## src/rtl/trigger_event_capture.sv

```systemverilog
// trigger_event_capture: collects single-cycle fabric event pulses into sticky
// pending bits and hands a consistent snapshot to the host side through a
// four-phase snap_req/snap_ack handshake. Repeated events on a bit that is
// already pending are counted in a saturating miss counter.
module trigger_event_capture #(
  parameter int WIDTH  = 16,
  parameter int EDGE   = 0,
  parameter int MISS_W = 8
) (
  input  logic              sys_clk,
  input  logic              reset_n,
  input  logic [WIDTH-1:0]  ev_in,
  input  logic              snap_req,
  output logic              snap_ack,
  output logic [WIDTH-1:0]  snap_data,
  output logic [WIDTH-1:0]  pending,
  output logic              any_pending,
  input  logic              miss_clr,
  output logic [MISS_W-1:0] miss_count
);

  localparam logic [1:0] S_IDLE    = 2'd0;
  localparam logic [1:0] S_CAPTURE = 2'd1;
  localparam logic [1:0] S_ACK     = 2'd2;

  localparam logic [MISS_W-1:0] MISS_ONE = {{(MISS_W-1){1'b0}}, 1'b1};

  logic [1:0]       state;
  logic [WIDTH-1:0] ev_in_p0;
  logic [WIDTH-1:0] ev;
  logic             hit;

  // Saturating increment: holds at all-ones instead of wrapping to zero.
  function automatic logic [MISS_W-1:0] sat_inc(input logic [MISS_W-1:0] v);
    if (&v) return v;
    return v + MISS_ONE;
  endfunction

  // Event detect: level mode passes ev_in through, edge mode keeps only 0->1.
  always_comb begin
    ev = ev_in;
    if (EDGE != 0) ev = ev_in & ~ev_in_p0;
  end

  assign hit         = |(pending & ev);
  assign any_pending = |pending;

  // Edge history register for rising-edge detection.
  always_ff @(posedge sys_clk or negedge reset_n) begin
    if (!reset_n) ev_in_p0 <= '0;
    else          ev_in_p0 <= ev_in;
  end

  // Miss counter: one count per colliding cycle; a clear coincident with a
  // miss leaves that miss counted.
  always_ff @(posedge sys_clk or negedge reset_n) begin
    if (!reset_n)      miss_count <= '0;
    else if (miss_clr) miss_count <= hit ? MISS_ONE : '0;
    else if (hit)      miss_count <= sat_inc(miss_count);
  end

  // Handshake FSM with pending accumulation; the capture cycle moves
  // pending|ev into snap_data so no bit is both captured and left pending.
  always_ff @(posedge sys_clk or negedge reset_n) begin
    if (!reset_n) begin
      state     <= S_IDLE;
      snap_ack  <= 1'b0;
      snap_data <= '0;
      pending   <= '0;
    end else begin
      case (state)
        S_IDLE: begin
          snap_ack <= 1'b0;
          pending  <= pending | ev;
          if (snap_req) state <= S_CAPTURE;
        end
        S_CAPTURE: begin
          snap_data <= pending | ev;
          pending   <= '0;
          snap_ack  <= 1'b1;
          state     <= S_ACK;
        end
        S_ACK: begin
          pending <= pending | ev;
          if (!snap_req) begin
            snap_ack <= 1'b0;
            state    <= S_IDLE;
          end
        end
        default: begin
          snap_ack <= 1'b0;
          state    <= S_IDLE;
        end
      endcase
    end
  end

endmodule
```

## config.mk

```make
export PLATFORM = sky130hd
export DESIGN_NAME = trigger_event_capture
export DESIGN_NICKNAME = d
export VERILOG_FILES = /design/src/rtl/trigger_event_capture.sv
export SDC_FILE = /design/constraint.sdc
export NUM_CORES = 1
export LEC_CHECK = 0
export CAP_MARGIN = 20
export CORE_MARGIN = 1.5
export CORE_UTILIZATION = 49
export CTS_CLUSTER_DIAMETER = 80
export CTS_CLUSTER_SIZE = 16
export DETAILED_ROUTE_END_ITERATION = 10
export PLACE_DENSITY = 0.95
export SETUP_SLACK_MARGIN = 0.5
export SYNTH_ARGS = -nofsm -noshare
export SYNTH_HDL_FRONTEND = slang
export SYNTH_SLANG_ARGS = --single-unit
```

## constraint.sdc

```tcl
create_clock -name sys_clk -period 3.84 [get_ports sys_clk]
set_clock_uncertainty 0.1 [all_clocks]
set_input_delay 0.576 -clock sys_clk [delete_from_list [all_inputs] [get_ports sys_clk]]
set_output_delay 0.576 -clock sys_clk [all_outputs]
set_load 0.01 [all_outputs]
```

==> flow_summary.ini, run 1 <==
[status]
outcome = completed

[final_layout]
antenna_cells = 0
drive_gt1_share_pct = 6.77
layout.nets = 271
fin_util_pct = 71.1
n_fill_cell = 269
area.growth.synth_to_final_pct = 39.3

[synthesis]
synth_mux_area_share_pct = 1.94
synth.area.top_cells = dfrtp_1, o21ai_0, nand2_1, nor2_1, a221oi_2
synthArstFlopShare_pct = 100
synth_xor_area_share_pct = 0
syn_inst = 190
synth_top_family_by_area = simple AND/OR/NAND/NOR gates
synth_edf_count = 0
synthAdderAreaFrac_pct = 0.669
yosys.area.top_type_share_pct = 57.6
yosys.area.top_type = dfrtp_1
syn_avg_cell_area_um2 = 9.84
yosys_register_bits = 43
synth-compound-area-share_pct = 16.7
yosysWarningCount = 0
syn_area_um2 = 1870
synth-main-ff-cell = dfrtp_1
synth.distinct_cells = 31
synthesis.nets = 211
yosysSeqAreaShare_pct = 57.6
synth-simple-area-share_pct = 20.5

[drt]
drt-total-wl_um = 4690
ant_nets = 0
viasPerCell = 5.62
wl_per_cell_um = 15.7
first_iter_violations = 129
drc = 0
vias = 1681
drt_first_pass_iters = 5

[power]
switching_share_pct = 36.5
ir_drop_mv = 0.460
power_leakage_nw = 1.09
combPwrFrac_pct = 38.7
p_int_w = 0.00121
power.share.sequential_pct = 44.9
p_sw_w = 0.000699
p_per_area_nw_per_um2 = 735
pwr-share-clk_pct = 16.3

[placed_design]
port_buffers = 61
place_hpwl_um = 3290
routabilityCongestion = 0.841

[worst_setup_path]
end_kind = primary output
crit_path_start_kind = register
criticalPathCategory = reg2out
cp_top_family = buffers and inverters
crit_fanout = 5
rrSetupSlack_ns = 1.91
r2r_end = miss_count[5]
slowest_stage = clkdlybuf4s50_1
path_buf_inv = 1
critical-path-max-stage-delay_ns = 0.50
worstReg2RegStart = miss_count[0]
worstPathRequired_ns = 3.16
path_cells = nor4_1, nand4_1, clkdlybuf4s50_1
worstRegToRegCells = 6
cp.arrival_ns = 1.73
cp_num_cells = 3

[timing]
slew_headroom_pct = 37.3
finalCritPeriodShare_pct = 62.7
min_period_ns = 2.41
setup_viol = 0
max_freq_ghz = 0.415
rsz0062_at_grt = no
tightest_slew_ns = 0.940
hold_viol = 0
slew_viol_final = 0
whs_ns = 0.323
setup_tns_ns = 0

[job]
drv_cap = 0

[cts]
path_clk_slew_ns = 0.08
cts_buffers = 5
tritoncts = yes
clockRootBuffer = clkbuf_8
clock_path_buffers = 2
cts_max_level = 2
cts_hold_buf = 0
cts_setup_buffers = 0
clk_latency_ns = 0.29
ctsResizeCount = 0
cts_sinks = 43

[floorplan]
core_region_area_um2 = 3660
rows = 22
die_x_um = 64.8
die_y_um = 64.8
boundaryPins = 62
die-area_um2 = 4190
initial_utilization_pct = 51.1

[grt]
grt_max_degree = 44
grt_pass1_vias = 1618
grt_pass1_wl_um = 7660
grtUsageTotal_pct = 23.9
gr-total-overflow = 0
antenna_found_initial = 0

[hold_path]
hp-class = in2async
cell usage after synthesis, types with 2 or more instances:
| master | instances |
|---|---|
| dfrtp_1 | 43 |
| nand2_1 | 37 |
| o21ai_0 | 36 |
| nor2_1 | 18 |
| clkbuf_1 | 6 |
| a21oi_1 | 4 |
| a221oi_2 | 4 |
| a22o_1 | 4 |
| nor4_1 | 4 |
| and3_1 | 3 |
| nand2b_1 | 3 |
| nor2b_1 | 3 |
| or3_1 | 3 |
| inv_1 | 2 |
| nand3_1 | 2 |
| nand4_1 | 2 |
| nor3b_1 | 2 |
through the flow:
step,total power (W),instances,area (um^2),worst slack (ns)
floorplan,0.00113,190,1870,2.00
global placement,0.00156,290,2490,1.53
detailed placement,0.00160,290,2490,1.49
CTS,0.00191,298,2590,1.43
global route,0.00204,299,2600,1.41
finish,0.00191,299,2600,1.43
sequential cells by signal, summed over array words and instances, names as in the netlist:
signal      flops
miss_count      8
snap_ack        1
pending        16
snap_data      16
state           2
worst register-to-register path, delay by kind of cell, from the launching register on:
kind	cells	cell delay, ns
AND/OR/NAND/NOR	4	0.71
flip-flops	1	0.41
multiplexers	1	0.36
adder cells (fa/ha/maj)	1	0.24
metal layers:
layer	part of all wire (%)	vias up	GRT usage [%]
met3	5.8	7	4.51
met4	1.2	0	7.45
met2	49	73	39.6
met1	44	818	31.9
met5	0	-	0
li1	-	783	-
kinds of logic (layout without fill, tap and decap cells):
family | after synthesis | in the layout
adder cells (fa/ha/maj) | 1 | 1
AO/OA/AOI/OAI | 50 | 50
buffers and inverters | 11 | 72
AND/OR/NAND/NOR | 82 | 82
multiplexers | 3 | 3
flip-flops | 43 | 43
final cells by class:
type	count	area [um^2]	area share (%)
timing repair buffer	62	617	23.7
clock buffer	8	100	3.84
multi-input combinational	136	743	28.5
tap	48	60.1	2.31
sequential	43	1080	41.3
inverter	2	7.51	0.288
power groups by stage:
stage / Combinational (W) / Clock (W) / Sequential [W]
after floorplan: 0.000262 / 0 / 0.000865
after CTS: 0.000741 / 0.000313 / 0.000858
final: 0.000741 / 0.000313 / 0.000860
after detailed placement: 0.000739 / 0 / 0.000859
after global placement: 0.000707 / 0 / 0.000856
after global routing: 0.000816 / 0.000339 / 0.000885
placed cells by master, fill, tap and decap left out, types with 2 or more instances in the layout:
cell type	Yosys	layout
nor3b_1	2	2
dfrtp_1	43	43
o21ai_0	36	36
or3_1	3	3
inv_1	2	2
a221oi_2	4	4
a22o_1	4	4
nor4_1	4	4
a21oi_1	4	4
clkbuf_8	0	7
nand3_1	2	2
nand2_1	37	37
clkdlybuf4s50_1	0	60
nor2b_1	3	3
nand4_1	2	2
nor2_1	18	18
and3_1	3	3
nand2b_1	3	3
worst max path at each step:
stage | from | to
after global routing | pending[13] | any_pending
final | pending[12] | any_pending
after global placement | ev_in[12] | miss_count[4]
after floorplan | ev_in[8] | miss_count[4]
after detailed placement | ev_in[12] | miss_count[5]
after CTS | pending[12] | any_pending
Note: power is estimated with default switching activity, not from simulation.
==> run 2: changes to the inputs <==
--- a/config.mk
+++ b/config.mk
@@ -7,11 +7,11 @@
 export LEC_CHECK = 0
 export CAP_MARGIN = 20
 export CORE_MARGIN = 1.5
-export CORE_UTILIZATION = 49
+export CORE_UTILIZATION = 41
 export CTS_CLUSTER_DIAMETER = 80
 export CTS_CLUSTER_SIZE = 16
 export DETAILED_ROUTE_END_ITERATION = 10
-export PLACE_DENSITY = 0.95
+export PLACE_DENSITY = 0.86
 export SETUP_SLACK_MARGIN = 0.5
 export SYNTH_ARGS = -nofsm -noshare
 export SYNTH_HDL_FRONTEND = slang
==> constraint.sdc (replaced) <==
create_clock -name sys_clk -period 2 [get_ports sys_clk]
set_clock_uncertainty 0.1 [all_clocks]
set_input_delay 0.3 -clock sys_clk [delete_from_list [all_inputs] [get_ports sys_clk]]
set_output_delay 0.3 -clock sys_clk [all_outputs]
set_load 0.01 [all_outputs]
==> run 2 against run 1 <==
  * Sequential power is 81% higher
  * Critical endpoint is now miss_count[5]
  * Critical path type is now reg2reg
  * Worst hold slack worse by 0.084 ns
  * Final cell count is 9.7% higher
  * Core utilization is 7.1 points lower
  * Non-clock buffer count is 27 higher
  * Clock power is 57% higher
  * Worst setup slack worse by 1.2 ns
  * Total power is 89% higher
  * Via count is 5.5% higher
  * Sequential cell count stayed put
  * First-iteration DRC count is 16% lower
  * Cell area is 7.9% higher
==> flow_summary.ini, run 2 (synthesized netlist as in run 1, its figures left out) <==
[status]
outcome = completed

[final_layout]
largestRegisters = pending (16), snap_data (16), miss_count (8)
layout_common_cells = nand2_1, dfrtp_1, dlygate4sd2_1, o21ai_0, buf_4
stdcell_count = 328
area.growth.synth_to_final_pct = 50.3
layout.nets = 298
fin_area_um2 = 2810
drive_gt1_share_pct = 23.9
antenna_cells = 0
n_fill_cell = 358

[drt]
maxUsedRoutingLayer = met4
ant_nets = 0
drc = 0
vias = 1774
viasPerCell = 5.41
wl_per_cell_um = 15.7
met1_length_um = 2220
wl_met2_um = 2510
drt-total-wl_um = 5130
wl_met3_um = 310
drt_first_pass_iters = 4
first_iter_violations = 108

[grt]
grt_pass1_wl_um = 8220
grt_pass1_vias = 1768
grtUsageTotal_pct = 20.9
gr-total-overflow = 0
grt_max_degree = 44
antenna_found_initial = 0

[hold_path]
worst_hold_startpoint = ev_in[12]
worstHoldEndpoint = snap_data[12]
hp-class = in2reg
holdPathStages = 3

[timing]
tightest_slew_ns = 0.537
hold_viol = 0
finalCritPeriodShare_pct = 90.6
setup_viol = 0
min_period_ns = 1.81
setup_tns_ns = 0
whs_ns = 0.238
slew_viol_final = 0
slew_headroom_pct = 64.2
max_freq_ghz = 0.552
rsz0062_at_grt = yes

[cts]
clockRootBuffer = clkbuf_8
tritoncts = yes
cts_buffers = 5
path_clk_slew_ns = 0.08
clock_path_buffers = 2
clk_latency_ns = 0.29
cts_max_level = 2
cts_sinks = 43

[floorplan]
rows = 24
boundaryPins = 62
core_region_area_um2 = 4380
die-area_um2 = 4970
initial_utilization_pct = 42.6
die_x_um = 70.5
die_y_um = 70.5

[worst_setup_path]
path_cells = a22o_1, a221oi_2, and4_4, nor3_2, mux2_2
criticalPathCategory = reg2reg
critical-path-max-stage-delay_ns = 0.44
worstReg2RegStart = pending[8]
slowest_stage = dfrtp_2
cp_top_family = compound AO/OA/AOI/OAI gates
worstPathRequired_ns = 2.08
cp-startpoint = pending[8]
cp.arrival_ns = 1.89
path_buf_inv = 0
crit_fanout = 8
crit_path_start_kind = register
r2r_end = miss_count[5]
rrSetupSlack_ns = 0.19
worstRegToRegCells = 5
end_kind = register

[placed_design]
place_hpwl_um = 3290
place_inst = 299
place_area_um2 = 2560
routabilityCongestion = 0.740
port_buffers = 61

[power]
power_leakage_nw = 1.27
p_per_area_nw_per_um2 = 1290
ir_drop_mv = 0.755

[job]
drv_cap = 0
==> run 2: per-layer routing <==
| metal | vias to the layer above | GRT usage, % |
|---|---|---|
| li1 | 839 | - |
| met1 | 856 | 27.4 |
| met2 | 68 | 33.3 |
| met3 | 11 | 6.64 |
| met4 | 0 | 6.62 |
| met5 | - | 0 |
==> run 2: metrics by stage <==
step	setup WS (ns)	util [%]	total power, W
6_report	0.187	64.1	0.00362
5_1_grt	0.142	64.1	0.00389
4_1_cts	0.231	62.7	0.00354
3_5_place_dp	-0.0906	58.4	0.00309
3_3_place_gp	-0.0502	58.4	0.00305
2_1_floorplan	0.284	-	0.00216
==> run 2: worst reg2reg max path: cells and delay by family (launching register included) <==
family / cells / cell delay (ns)
AOI/OAI and AO/OA: 2 / 0.48
DFF: 1 / 0.44
muxes: 1 / 0.26
and+or+nand+nor: 2 / 0.44
==> run 2: where the power goes <==
part	leakage, nW	switching [W]	internal [W]
Clock	0.0371	0.000259	0.000233
Sequential	0.496	0.000334	0.00123
Combinational	0.737	0.000795	0.000772
==> run 2: final cells by class <==
type                       instances  area (um^2)  share of cell area [%]
inverter                           2         7.51                   0.267
sequential                        43         1080                    38.6
clock buffer                       6         72.6                    2.58
multi-input combinational        136          820                    29.2
timing repair buffer              89          761                    27.1
tap                               52         65.1                    2.32
==> run 2: worst max path at each step <==
stage	to	slack [ns]	cells past startpoint
2_1_floorplan	miss_count[4]	0.28	6
3_5_place_dp	miss_count[3]	-0.09	7
6_report	miss_count[5]	0.19	5
5_1_grt	miss_count[5]	0.14	5
4_1_cts	miss_count[5]	0.23	5
3_3_place_gp	miss_count[5]	-0.05	6
==> run 2: timing repair <==
item | 4_1_cts | 5_1_grt
endpoints found under the setup margin | 50 | 33
gates resized for setup | 56 | 24
hold buffers | 1 | 0
setup buffers | 18 | 4
hold endpoints to repair | 22 | 0
pin swaps | 13 | 6
